## src/rtl/fnd_pkg.sv

```systemverilog
// Shared constants, FSM state type and the pattern-to-ASCII decode table for the
// 7-segment display decoder. Patterns are active-low, bit6=g .. bit0=a.
package fnd_pkg;

    typedef enum logic [1:0] {
        ST_IDLE   = 2'd0,
        ST_SETTLE = 2'd1,
        ST_PUSH   = 2'd2
    } fnd_state_t;

    localparam logic [6:0] SEG_BLANK = 7'b1111111;
    localparam logic [6:0] SEG_0     = 7'b1000000;
    localparam logic [6:0] SEG_1     = 7'b1111001;
    localparam logic [6:0] SEG_2     = 7'b0100100;
    localparam logic [6:0] SEG_3     = 7'b0110000;
    localparam logic [6:0] SEG_4     = 7'b0011001;
    localparam logic [6:0] SEG_5     = 7'b0010010;
    localparam logic [6:0] SEG_6     = 7'b0000010;
    localparam logic [6:0] SEG_7     = 7'b1011000;
    localparam logic [6:0] SEG_8     = 7'b0000000;
    localparam logic [6:0] SEG_9     = 7'b0011000;
    localparam logic [6:0] SEG_A     = 7'b0001000;
    localparam logic [6:0] SEG_C     = 7'b1000110;
    localparam logic [6:0] SEG_E     = 7'b0000110;
    localparam logic [6:0] SEG_F     = 7'b0001110;
    localparam logic [6:0] SEG_H     = 7'b0001001;
    localparam logic [6:0] SEG_J     = 7'b1110000;

    localparam logic [7:0] ASCII_BLANK = 8'h20;
    localparam logic [7:0] ASCII_QMARK = 8'h3F;

    // Glyphs shared by a letter and a digit (D/0, B/8, I/1, G/6) resolve to the digit.
    function automatic logic [7:0] fnd_decode(input logic [6:0] pat);
        logic [7:0] code;
        case (pat)
            SEG_BLANK: code = ASCII_BLANK;
            SEG_0:     code = 8'h30;
            SEG_1:     code = 8'h31;
            SEG_2:     code = 8'h32;
            SEG_3:     code = 8'h33;
            SEG_4:     code = 8'h34;
            SEG_5:     code = 8'h35;
            SEG_6:     code = 8'h36;
            SEG_7:     code = 8'h37;
            SEG_8:     code = 8'h38;
            SEG_9:     code = 8'h39;
            SEG_A:     code = 8'h41;
            SEG_C:     code = 8'h43;
            SEG_E:     code = 8'h45;
            SEG_F:     code = 8'h46;
            SEG_H:     code = 8'h48;
            SEG_J:     code = 8'h4A;
            default:   code = ASCII_QMARK;
        endcase
        return code;
    endfunction

    function automatic logic fnd_is_mapped(input logic [6:0] pat);
        return fnd_decode(pat) != ASCII_QMARK;
    endfunction

endpackage

```

## src/rtl/fnd_decoder_if.sv

```systemverilog
// Bundle of the segment input, the character output stream and status pulses.
// Handshake: a character transfers on a rising clk edge when dout_valid && dout_ready;
// dout_valid never depends on dout_ready and dout is held until that transfer happens.
interface fnd_decoder_if;
    logic [6:0]          seg_in;
    logic                dout_ready;
    logic [7:0]          dout;
    logic                dout_valid;
    logic [2:0]          level;
    logic                err;
    logic                ovf;
    fnd_pkg::fnd_state_t state;

    modport master (
        input  seg_in, dout_ready,
        output dout, dout_valid, level, err, ovf, state
    );

    modport slave (
        output seg_in, dout_ready,
        input  dout, dout_valid, level, err, ovf, state
    );
endinterface

```

## src/rtl/fnd_char_fifo.sv

```systemverilog
// Four-entry, 8-bit character FIFO; head is read combinationally from storage.
module fnd_char_fifo (
    input  logic       clk,
    input  logic       n_rst,
    input  logic       push,
    input  logic       pop,
    input  logic [7:0] din,
    output logic [7:0] dout,
    output logic       full,
    output logic       empty,
    output logic [2:0] level
);
    logic [7:0] mem [4];
    logic [1:0] wr_ptr;
    logic [1:0] rd_ptr;
    logic [2:0] count;
    logic       do_push;
    logic       do_pop;

    // A push into a full FIFO is only taken when the head leaves in the same cycle.
    assign do_push = push && (!full || pop);
    assign do_pop  = pop && !empty;

    always_ff @(posedge clk or negedge n_rst) begin
        if (!n_rst) begin
            for (int i = 0; i < 4; i++) begin
                mem[i] <= 8'h00;
            end
            wr_ptr <= 2'd0;
            rd_ptr <= 2'd0;
            count  <= 3'd0;
        end else begin
            if (do_push) begin
                mem[wr_ptr] <= din;
                wr_ptr      <= wr_ptr + 2'd1;
            end
            if (do_pop) begin
                rd_ptr <= rd_ptr + 2'd1;
            end
            case ({do_push, do_pop})
                2'b10:   count <= count + 3'd1;
                2'b01:   count <= count - 3'd1;
                default: count <= count;
            endcase
        end
    end

    assign dout  = mem[rd_ptr];
    assign full  = (count == 3'd4);
    assign empty = (count == 3'd0);
    assign level = count;
endmodule

```

## src/rtl/fnd_decoder.sv

```systemverilog
// Debounces a glitchy 7-segment pattern, decodes each newly accepted glyph to ASCII
// and queues it for a valid/ready consumer.
module fnd_decoder
    import fnd_pkg::*;
#(
    parameter int STABLE_CYCLES = 4
) (
    input  logic          clk,
    input  logic          n_rst,
    fnd_decoder_if.master bus
);
    localparam logic [3:0] CNT_LAST = 4'(STABLE_CYCLES - 1);

    fnd_state_t state;
    fnd_state_t state_nx;
    logic [3:0] cnt;
    logic [3:0] cnt_nx;
    logic [6:0] seg_q;
    logic [6:0] last_pat;
    logic [6:0] last_pat_nx;

    logic [7:0] code;
    logic       push;
    logic       pop;
    logic       full;
    logic       empty;

    always_ff @(posedge clk or negedge n_rst) begin
        if (!n_rst) begin
            state    <= ST_IDLE;
            cnt      <= 4'd0;
            seg_q    <= SEG_BLANK;
            last_pat <= SEG_BLANK;
        end else begin
            state    <= state_nx;
            cnt      <= cnt_nx;
            seg_q    <= bus.seg_in;
            last_pat <= last_pat_nx;
        end
    end

    always_comb begin
        state_nx    = state;
        cnt_nx      = cnt;
        last_pat_nx = last_pat;
        case (state)
            ST_IDLE: begin
                if (bus.seg_in != last_pat) begin
                    state_nx = ST_SETTLE;
                    cnt_nx   = 4'd0;
                end
            end
            ST_SETTLE: begin
                // Falling back to the already-accepted glyph abandons the candidate.
                if (bus.seg_in == last_pat) begin
                    state_nx = ST_IDLE;
                    cnt_nx   = 4'd0;
                end else if (bus.seg_in != seg_q) begin
                    cnt_nx = 4'd0;
                end else if (cnt == CNT_LAST) begin
                    state_nx = ST_PUSH;
                    cnt_nx   = 4'd0;
                end else begin
                    cnt_nx = cnt + 4'd1;
                end
            end
            ST_PUSH: begin
                last_pat_nx = seg_q;
                state_nx    = ST_IDLE;
            end
            default: begin
                state_nx = ST_IDLE;
                cnt_nx   = 4'd0;
            end
        endcase
    end

    // Blank only re-arms repeat detection; it never produces a character.
    assign code = fnd_decode(seg_q);
    assign push = (state == ST_PUSH) && (seg_q != SEG_BLANK);
    assign pop  = !empty && bus.dout_ready;

    fnd_char_fifo u_fifo (
        .clk   (clk),
        .n_rst (n_rst),
        .push  (push),
        .pop   (pop),
        .din   (code),
        .dout  (bus.dout),
        .full  (full),
        .empty (empty),
        .level (bus.level)
    );

    assign bus.dout_valid = !empty;
    assign bus.err        = push && !fnd_is_mapped(seg_q);
    assign bus.ovf        = push && full && !pop;
    assign bus.state      = state;
endmodule

```

## src/flat_wrapper.sv

```systemverilog
// flat-port wrapper written by rule: the top's interface ports become plain ports
module fnd_decoder_flat import fnd_pkg::*;
#(
    parameter int STABLE_CYCLES = 4
)
  (clk, n_rst, bus_seg_in, bus_dout_ready, bus_dout, bus_dout_valid, bus_level, bus_err, bus_ovf, bus_state);
  fnd_decoder_if bus_i ();
  input  logic clk;
  input  logic n_rst;
  input wire logic [$bits(bus_i.seg_in)-1:0] bus_seg_in;
  input wire logic [$bits(bus_i.dout_ready)-1:0] bus_dout_ready;
  output wire logic [$bits(bus_i.dout)-1:0] bus_dout;
  output wire logic [$bits(bus_i.dout_valid)-1:0] bus_dout_valid;
  output wire logic [$bits(bus_i.level)-1:0] bus_level;
  output wire logic [$bits(bus_i.err)-1:0] bus_err;
  output wire logic [$bits(bus_i.ovf)-1:0] bus_ovf;
  output wire logic [$bits(bus_i.state)-1:0] bus_state;
  assign bus_i.seg_in = bus_seg_in;
  assign bus_i.dout_ready = bus_dout_ready;
  assign bus_dout = bus_i.dout;
  assign bus_dout_valid = bus_i.dout_valid;
  assign bus_level = bus_i.level;
  assign bus_err = bus_i.err;
  assign bus_ovf = bus_i.ovf;
  assign bus_state = bus_i.state;
  fnd_decoder #(.STABLE_CYCLES(STABLE_CYCLES)) u_core (.clk(clk), .n_rst(n_rst), .bus(bus_i));
endmodule
```

## config.mk

```make
export PLATFORM = sky130hd
export DESIGN_NAME = fnd_decoder_flat
export DESIGN_NICKNAME = d
export VERILOG_FILES = /design/src/rtl/fnd_pkg.sv /design/src/rtl/fnd_decoder_if.sv /design/src/rtl/fnd_char_fifo.sv /design/src/rtl/fnd_decoder.sv /design/src/flat_wrapper.sv
export SDC_FILE = /design/constraint.sdc
export NUM_CORES = 1
export LEC_CHECK = 0
export CORE_UTILIZATION = 28
export CTS_BUF_LIST = sky130_fd_sc_hd__clkbuf_4 sky130_fd_sc_hd__clkbuf_8
export DETAILED_ROUTE_END_ITERATION = 10
export HOLD_SLACK_MARGIN = 0.15
export REMOVE_ABC_BUFFERS = 1
export SLEW_MARGIN = 40
export SYNTH_ARGS = -nofsm -noshare
export SYNTH_HDL_FRONTEND = slang
export SYNTH_SLANG_ARGS = --single-unit
```

## constraint.sdc

```tcl
create_clock -name clk -period 2.65 [get_ports clk]
set_clock_uncertainty 0.05 [all_clocks]
set_input_delay 0.265 -clock clk [delete_from_list [all_inputs] [get_ports clk]]
set_output_delay 0.265 -clock clk [all_outputs]
set_load 0.005 [all_outputs]
```

# Word level (Yosys, flattened, before mapping)
# Cells that the tools add are included.
# W data, S select, Z words.
classes:
  n_addsub: 5
  order_cmp: 3
  n_eq_ne: 30
  muxes: 18
  bitwise_logic: 3
  n_reduce_logical: 19
op_table:
  columns: ["cell", "n"]
  rows:
  - ["$pmux W7 S17", 1]
  - ["$eq A7 B7 Y1 const B", 6]
  - ["$bwmux W32", 1]
  - ["$mux W8", 3]
  - ["$eq A7 B4 Y1 const B", 3]
  - ["$eq A7 B5 Y1 const B", 3]
  - ["$bmux W8 S2", 1]
  - ["$demux W8 S2", 1]
  - ["$mux W4", 4]
  - ["$eq A7 B6 Y1 const B", 2]
  - ["$ne A7 B7 Y1", 2]
  - ["$pmux W4 S3", 1]
  - ["$logic_and A1 B1 Y1", 8]
  - ["$mux W2", 4]
  - ["$eq A7 B2 Y1 const B", 1]
  - ["$eq A7 B3 Y1 const B", 1]
  - ["$eq A7 B7 Y1", 1]
  - ["$logic_not A7 Y1", 1]
  - ["$ne A7 B6 Y1 const B", 1]
  - ["$ne A7 B7 Y1 const B", 1]
  - ["$ge A3 B3 Y1 const B", 2]
  - ["$not A2 Y3", 2]
  - ["$pmux W3 S2", 1]
  - ["$add A2 B1 Y2 const B", 2]
  - ["other kinds (20)", 25]
word_totals:
  ff_bits: 59
  input_bits: 10
  out_inout_bits: 16
  elab_cells: 89

# Longest topological paths before layout
depth:
  depth_word: 7
  mapped_depth: 11
  depth_no_buf: 9

# By module
# From an unflattened synthesis, not the netlist that was laid out.
hier_totals:
  hier_cells: 265
  area_unflattened_um2: 3259.4
modules_own_cells:
  columns: ["mod", "n_inst", "cells_per_inst", "area_each_um2", "seq_area_each_um2"]
  rows:
  - ["fnd_char_fifo", 1, 115, 1801.7, 975.9]
  - ["fnd_decoder", 1, 150, 1457.6, 518.0]

# Worst setup path after synthesis
# No wires, ideal clock.
synth_path:
  kind: "flip-flop to flip-flop"
  from: "register u_core.seg_q[0]"
  to: "register u_core.u_fifo.count[2], in the netlist u_core.u_fifo.level[2]"
  setup_ps: 79
  arrival_ps: 2135
  required_ps: 2521
  path_slack_ps: 385
  path_stages_with_launch: 12
  path_buffers: 2
  period_less_slack_ps: 2265
  cell_sequence: "dfstp_2 > buf_2 > and3_1 > a311oi_1 > buf_2 > inv_1 > ha_1 > inv_1 > fa_1 > xor2_1 > nor2_1 > xor2_1"
synth_via:
  elab_chain_len: 5
  elab_cells_between_ends: 7
  classes_between: "eq/ne: 3; mux: 1; reduce/logical: 3"
synth_rtl:
  columns: ["item", "line_no", "source"]
  rows:
  - ["from (decl)", "fnd_decoder.sv:18", "logic [6:0] seg_q;"]
  - ["from (signal assigned)", "fnd_decoder.sv:37", "seg_q <= bus.seg_in;"]
  - ["$ne A7 B7 Y1 *", "fnd_decoder.sv:80", "assign push = (state == ST_PUSH) && (seg_q != SEG_BLANK);"]
  - ["$logic_and A1 B1 Y1 *", "fnd_decoder.sv:80", null]
  - ["$logic_and A1 B1 Y1 *", "fnd_char_fifo.sv:21", "assign do_push = push && (!full || pop);"]
  - ["$eq A2 B1 Y1 or $eq A2 B2 Y1 (tied branches)", "fnd_char_fifo.sv:40", "case ({do_push, do_pop})"]
  - ["$pmux W3 S2 or $reduce_bool A2 Y1 (tied branches)", null, null]
  - ["to (signal assigned)", "fnd_char_fifo.sv:41", "2'b10: count <= count + 3'd1;"]
  - ["to (signal assigned)", "fnd_char_fifo.sv:42", "2'b01: count <= count - 3'd1;"]
  - ["to (signal assigned)", "fnd_char_fifo.sv:43", "default: count <= count;"]
  - ["to (decl)", "fnd_char_fifo.sv:16", "logic [2:0] count;"]
# Mark *: on every way between the ends. The rest lies on a longest branch, timed or not.
# A chain may end at the register's enable or synchronous reset.

# Worst setup path in the final report
layout_path:
  from: "register u_core.seg_q[1]"
  to: "output port bus_err"
layout_via:
  elab_chain_len: 5
  elab_cells_between_ends: 23
  classes_between: "eq/ne: 18; mux: 1; reduce/logical: 4"
layout_rtl:
  columns: ["item", "line_no", "source"]
  rows:
  - ["$eq A7 B7 Y1 (tied with other cells)", "fnd_pkg.sv:35", "case (pat)"]
  - ["$pmux W7 S17", "fnd_pkg.sv:35", null]
  - ["$ne A7 B6 Y1", "fnd_pkg.sv:59", "return fnd_decode(pat) != ASCII_QMARK;"]
  - ["$logic_not A1 Y1", "fnd_decoder.sv:96", "assign bus.err = push && !fnd_is_mapped(seg_q);"]
  - ["$logic_and A1 B1 Y1 *", "fnd_decoder.sv:96", null]
  - ["to (decl)", "flat_wrapper.sv:15", "output wire logic [$bits(bus_i.err)-1:0] bus_err;"]
# Marked as above.

==> results.tsv <==
stage	metric	value	unit
critical_path	crit_path_start_kind	flop	
critical_path	reg2reg_slack	0.26	ns
placement	pre_cts_ws	0.178	ns
grt	antenna_found_initial	0	
cts	cts-root-buf	clkbuf_8	
cts	numCtsBuffers	5	
logic_synthesis	yosys-top-cells-area	dfrtp_1 (34%), dfstp_2 (12%), mux4_2 (5.3%), nor2_1 (4.8%), xnor2_1 (4.1%)	
critical_path	path_class	flop to output port	
placement	place.gp.congestion	0.848	
die	initial_core_util	28.9	%
finish	stdcell_count	458	
critical_path	crit_chain	or4b_4 > a2111oi_4 > nor2_2 > nand4_4 > nor3_1 > dlygate4sd2_1	
grt	grtUsageMet2	20.7	%
logic_synthesis	ys_types	59	
grt	grtUsageTotal	12.5	%
critical_path	reg2reg_depth	10	
pwr	power	1.85	mW
pwr	max-vdd-ir-drop	381	uV
sta	finalSetupViolCount	0	
grt	grt_pass1_wl	11000	microns
logic_synthesis	yosysMostFrequentCell	dfrtp_1	
sta	period_needed	2.55	ns
critical_path	cp-end-kind	output port	
die	fp.dieW	106	microns
sta	timing.final.crit_share	96.4	%
grt	grt_pass1_vias	2200	
finish	diodes	0	
logic_synthesis	synth_edf_count	0	
finish	post-route-cell-area	0.00360	sq mm
cts	clock-sinks	55	
logic_synthesis	synthFlopType	dfrtp_1	
sta	rsz0062_at_grt	yes	
grt	use_met3	2.23	%
logic_synthesis	ys_seq_area_share	46.5	%
logic_synthesis	syn_inst	285	
sta	hold_violations	0	
finish	finalNetCount	338	
detailed_routing	ant_nets	0	
detailed_routing	wl_per_cell	14.5	microns
die	die-area	0.0111	sq mm
detailed_routing	drc	0	
sta	drv_slew	0	
finish	area_delta_synth_final	20.1	%
cts	htreeDepth	2	
cts	tritoncts	built	
critical_path	path_buf_inv	1	
critical_path	critPathSlowestCell	dfstp_2	
grt	grtUsageMet1	16.5	%
finish	final_core_util	34.7	%
sta	setup_slack	0.0967	ns
cts	cts_max_path_buffers	2	
sta	hold_slack	0.393	ns
critical_path	crit_family	simple AND/OR/NAND/NOR gates	
pwr	powerDensity	514	mW/mm^2
logic_synthesis	syn_area	0.00300	sq mm
sta	fmax	392	MHz
critical_path	arrival	2.24	ns
critical_path	r2r_start	u_core.seg_q[0]	
detailed_routing	via_count	2226	
critical_path	required	2.34	ns
die	fp-row-count	37	
placement	portBuffers	24	
die	top_level_ports	26	
die	die_h	106	microns
die	core_area	0.0104	sq mm
logic_synthesis	async_flop_share	100	%
logic_synthesis	syn-mean-instance-area	10.5	sq um
logic_synthesis	synth_common_cells	dfrtp_1 (41), nor2_1 (38), dfstp_2 (14), xnor2_1 (14), a31oi_1 (13)	
logic_synthesis	yosysTopAreaCell	dfrtp_1	
outcome	status	finished clean	
pwr	leakage	1.59	nW
cts	insertion_delay	0.31	ns
detailed_routing	drt_iter0_markers	114	
detailed_routing	first_pass_iters	4	
sta	worst_slew_pin_slew	0.721	ns
critical_path	path_max_fanout	8	
run	cap_violations	0	
min_path	min_path_type	primary input to async pin	
placement	placed_area	0.00340	sq mm
logic_synthesis	yosys_warnings	0	
grt	grt_max_degree	23	
cts	clkTransAtPathRegs	0.10	ns
critical_path	worst_path_largest_cell_delay	0.61	ns
placement	placed_cells	439	
critical_path	timing.rr.end	u_core.u_fifo.level[2]	
sta	relSlewSlack	51.4	%
sta	setup-tns-final	0	ns
detailed_routing	routed_wl	6650	microns
finish	layout-drive-gt1-share	21.4	%
grt	top_usage_layer	met2	
grt	grt-ovfl-total	0	
logic_synthesis	synthDominantCellAreaShare	34.2	%
detailed_routing	vias_per_cell	4.86	
placement	place_hpwl	4790	microns
logic_synthesis	synth-seq-cells	55	
[layer usage]
layer / part of all wire, % / vias up
li1: - / 1073
met1: 46 / 1109
met2: 49 / 36
met3: 3.6 / 8
met4: 1.5 / 0
met5: 0 / -
[flip-flops by register name (all words and copies together), names as in the netlist]
register and cells:
u_core.seg_q 7, u_core.last_pat 7, u_core.u_fifo.mem 28, u_core.u_fifo.level 3, u_core.u_fifo.wr_ptr 2, u_core.u_fifo.rd_ptr 2, u_core.cnt 4, u_core.bus.state 2
[final cells by class]
cell class / count / area, sq um
clock inverter: 2 / 16.3
multi-input combinational: 201 / 1490
timing repair buffer: 48 / 417
tap: 136 / 170
clock buffer: 6 / 76.3
fill: 1060 / 6770
sequential: 55 / 1390
inverter: 10 / 37.5
[worst max-delay path by stage]
| stage | slack [ns] | start | cells past startpoint | endpoint |
|---|---|---|---|---|
| floorplan | 0.05 | u_core.bus.state[0] | 9 | u_core.u_fifo.level[2] |
| global placement | 0.20 | u_core.seg_q[1] | 6 | bus_err |
| detailed placement | 0.18 | u_core.seg_q[1] | 6 | bus_err |
| CTS | 0.02 | u_core.seg_q[3] | 7 | bus_err |
| global route | -0.03 | u_core.seg_q[0] | 8 | bus_err |
| finish | 0.1 | u_core.seg_q[1] | 6 | bus_err |
[timing repair]
| item | in CTS | in global routing |
|---|---|---|
| setup buffers | 6 | 4 |
| endpoints found under the setup margin | 1 | 2 |
| resized for setup | 1 | 4 |
| pin swaps | 1 | 1 |
| hold buffers | 1 | 0 |
| hold endpoints to repair | 20 | 0 |
| gates cloned | 0 | 0 |
[placed cells by master (no fill, tap or decap), drive strengths merged, types with 3 or more instances in the layout]
master,count
a21o,10
a21oi,6
a31oi,13
and2,9
buf,24
clkbuf,6
clkdlybuf4s50,22
dfrtp,41
dfstp,14
ha,6
inv,11
mux2,5
mux4,7
nand2,12
nand3,6
nor2,39
nor2b,5
nor3,11
nor3b,3
nor4,3
o21ai,6
xnor2,14
xor2,7
[cell families (layout without fill, tap and decap cells)]
family / count (synthesis) / after routing / share of synthesized area (%)
AO/OA/AOI/OAI: 56 / 56 / 13.8
XOR/XNOR: 21 / 21 / 6.13
adder cells (fa/ha/maj): 7 / 7 / 3.17
buffers and inverters: 29 / 66 / 4.67
flip-flops: 55 / 55 / 46.5
multiplexers: 13 / 13 / 7.46
other: 1 / 1 / 0.125
AND/OR/NAND/NOR: 103 / 103 / 18.2
[report_power, final]
| part | switching (mW) | internal, mW |
|---|---|---|
| Clock | 0.277 | 0.201 |
| Sequential | 0.117 | 0.891 |
| Combinational | 0.152 | 0.213 |
(Power assumes the default switching activity.)
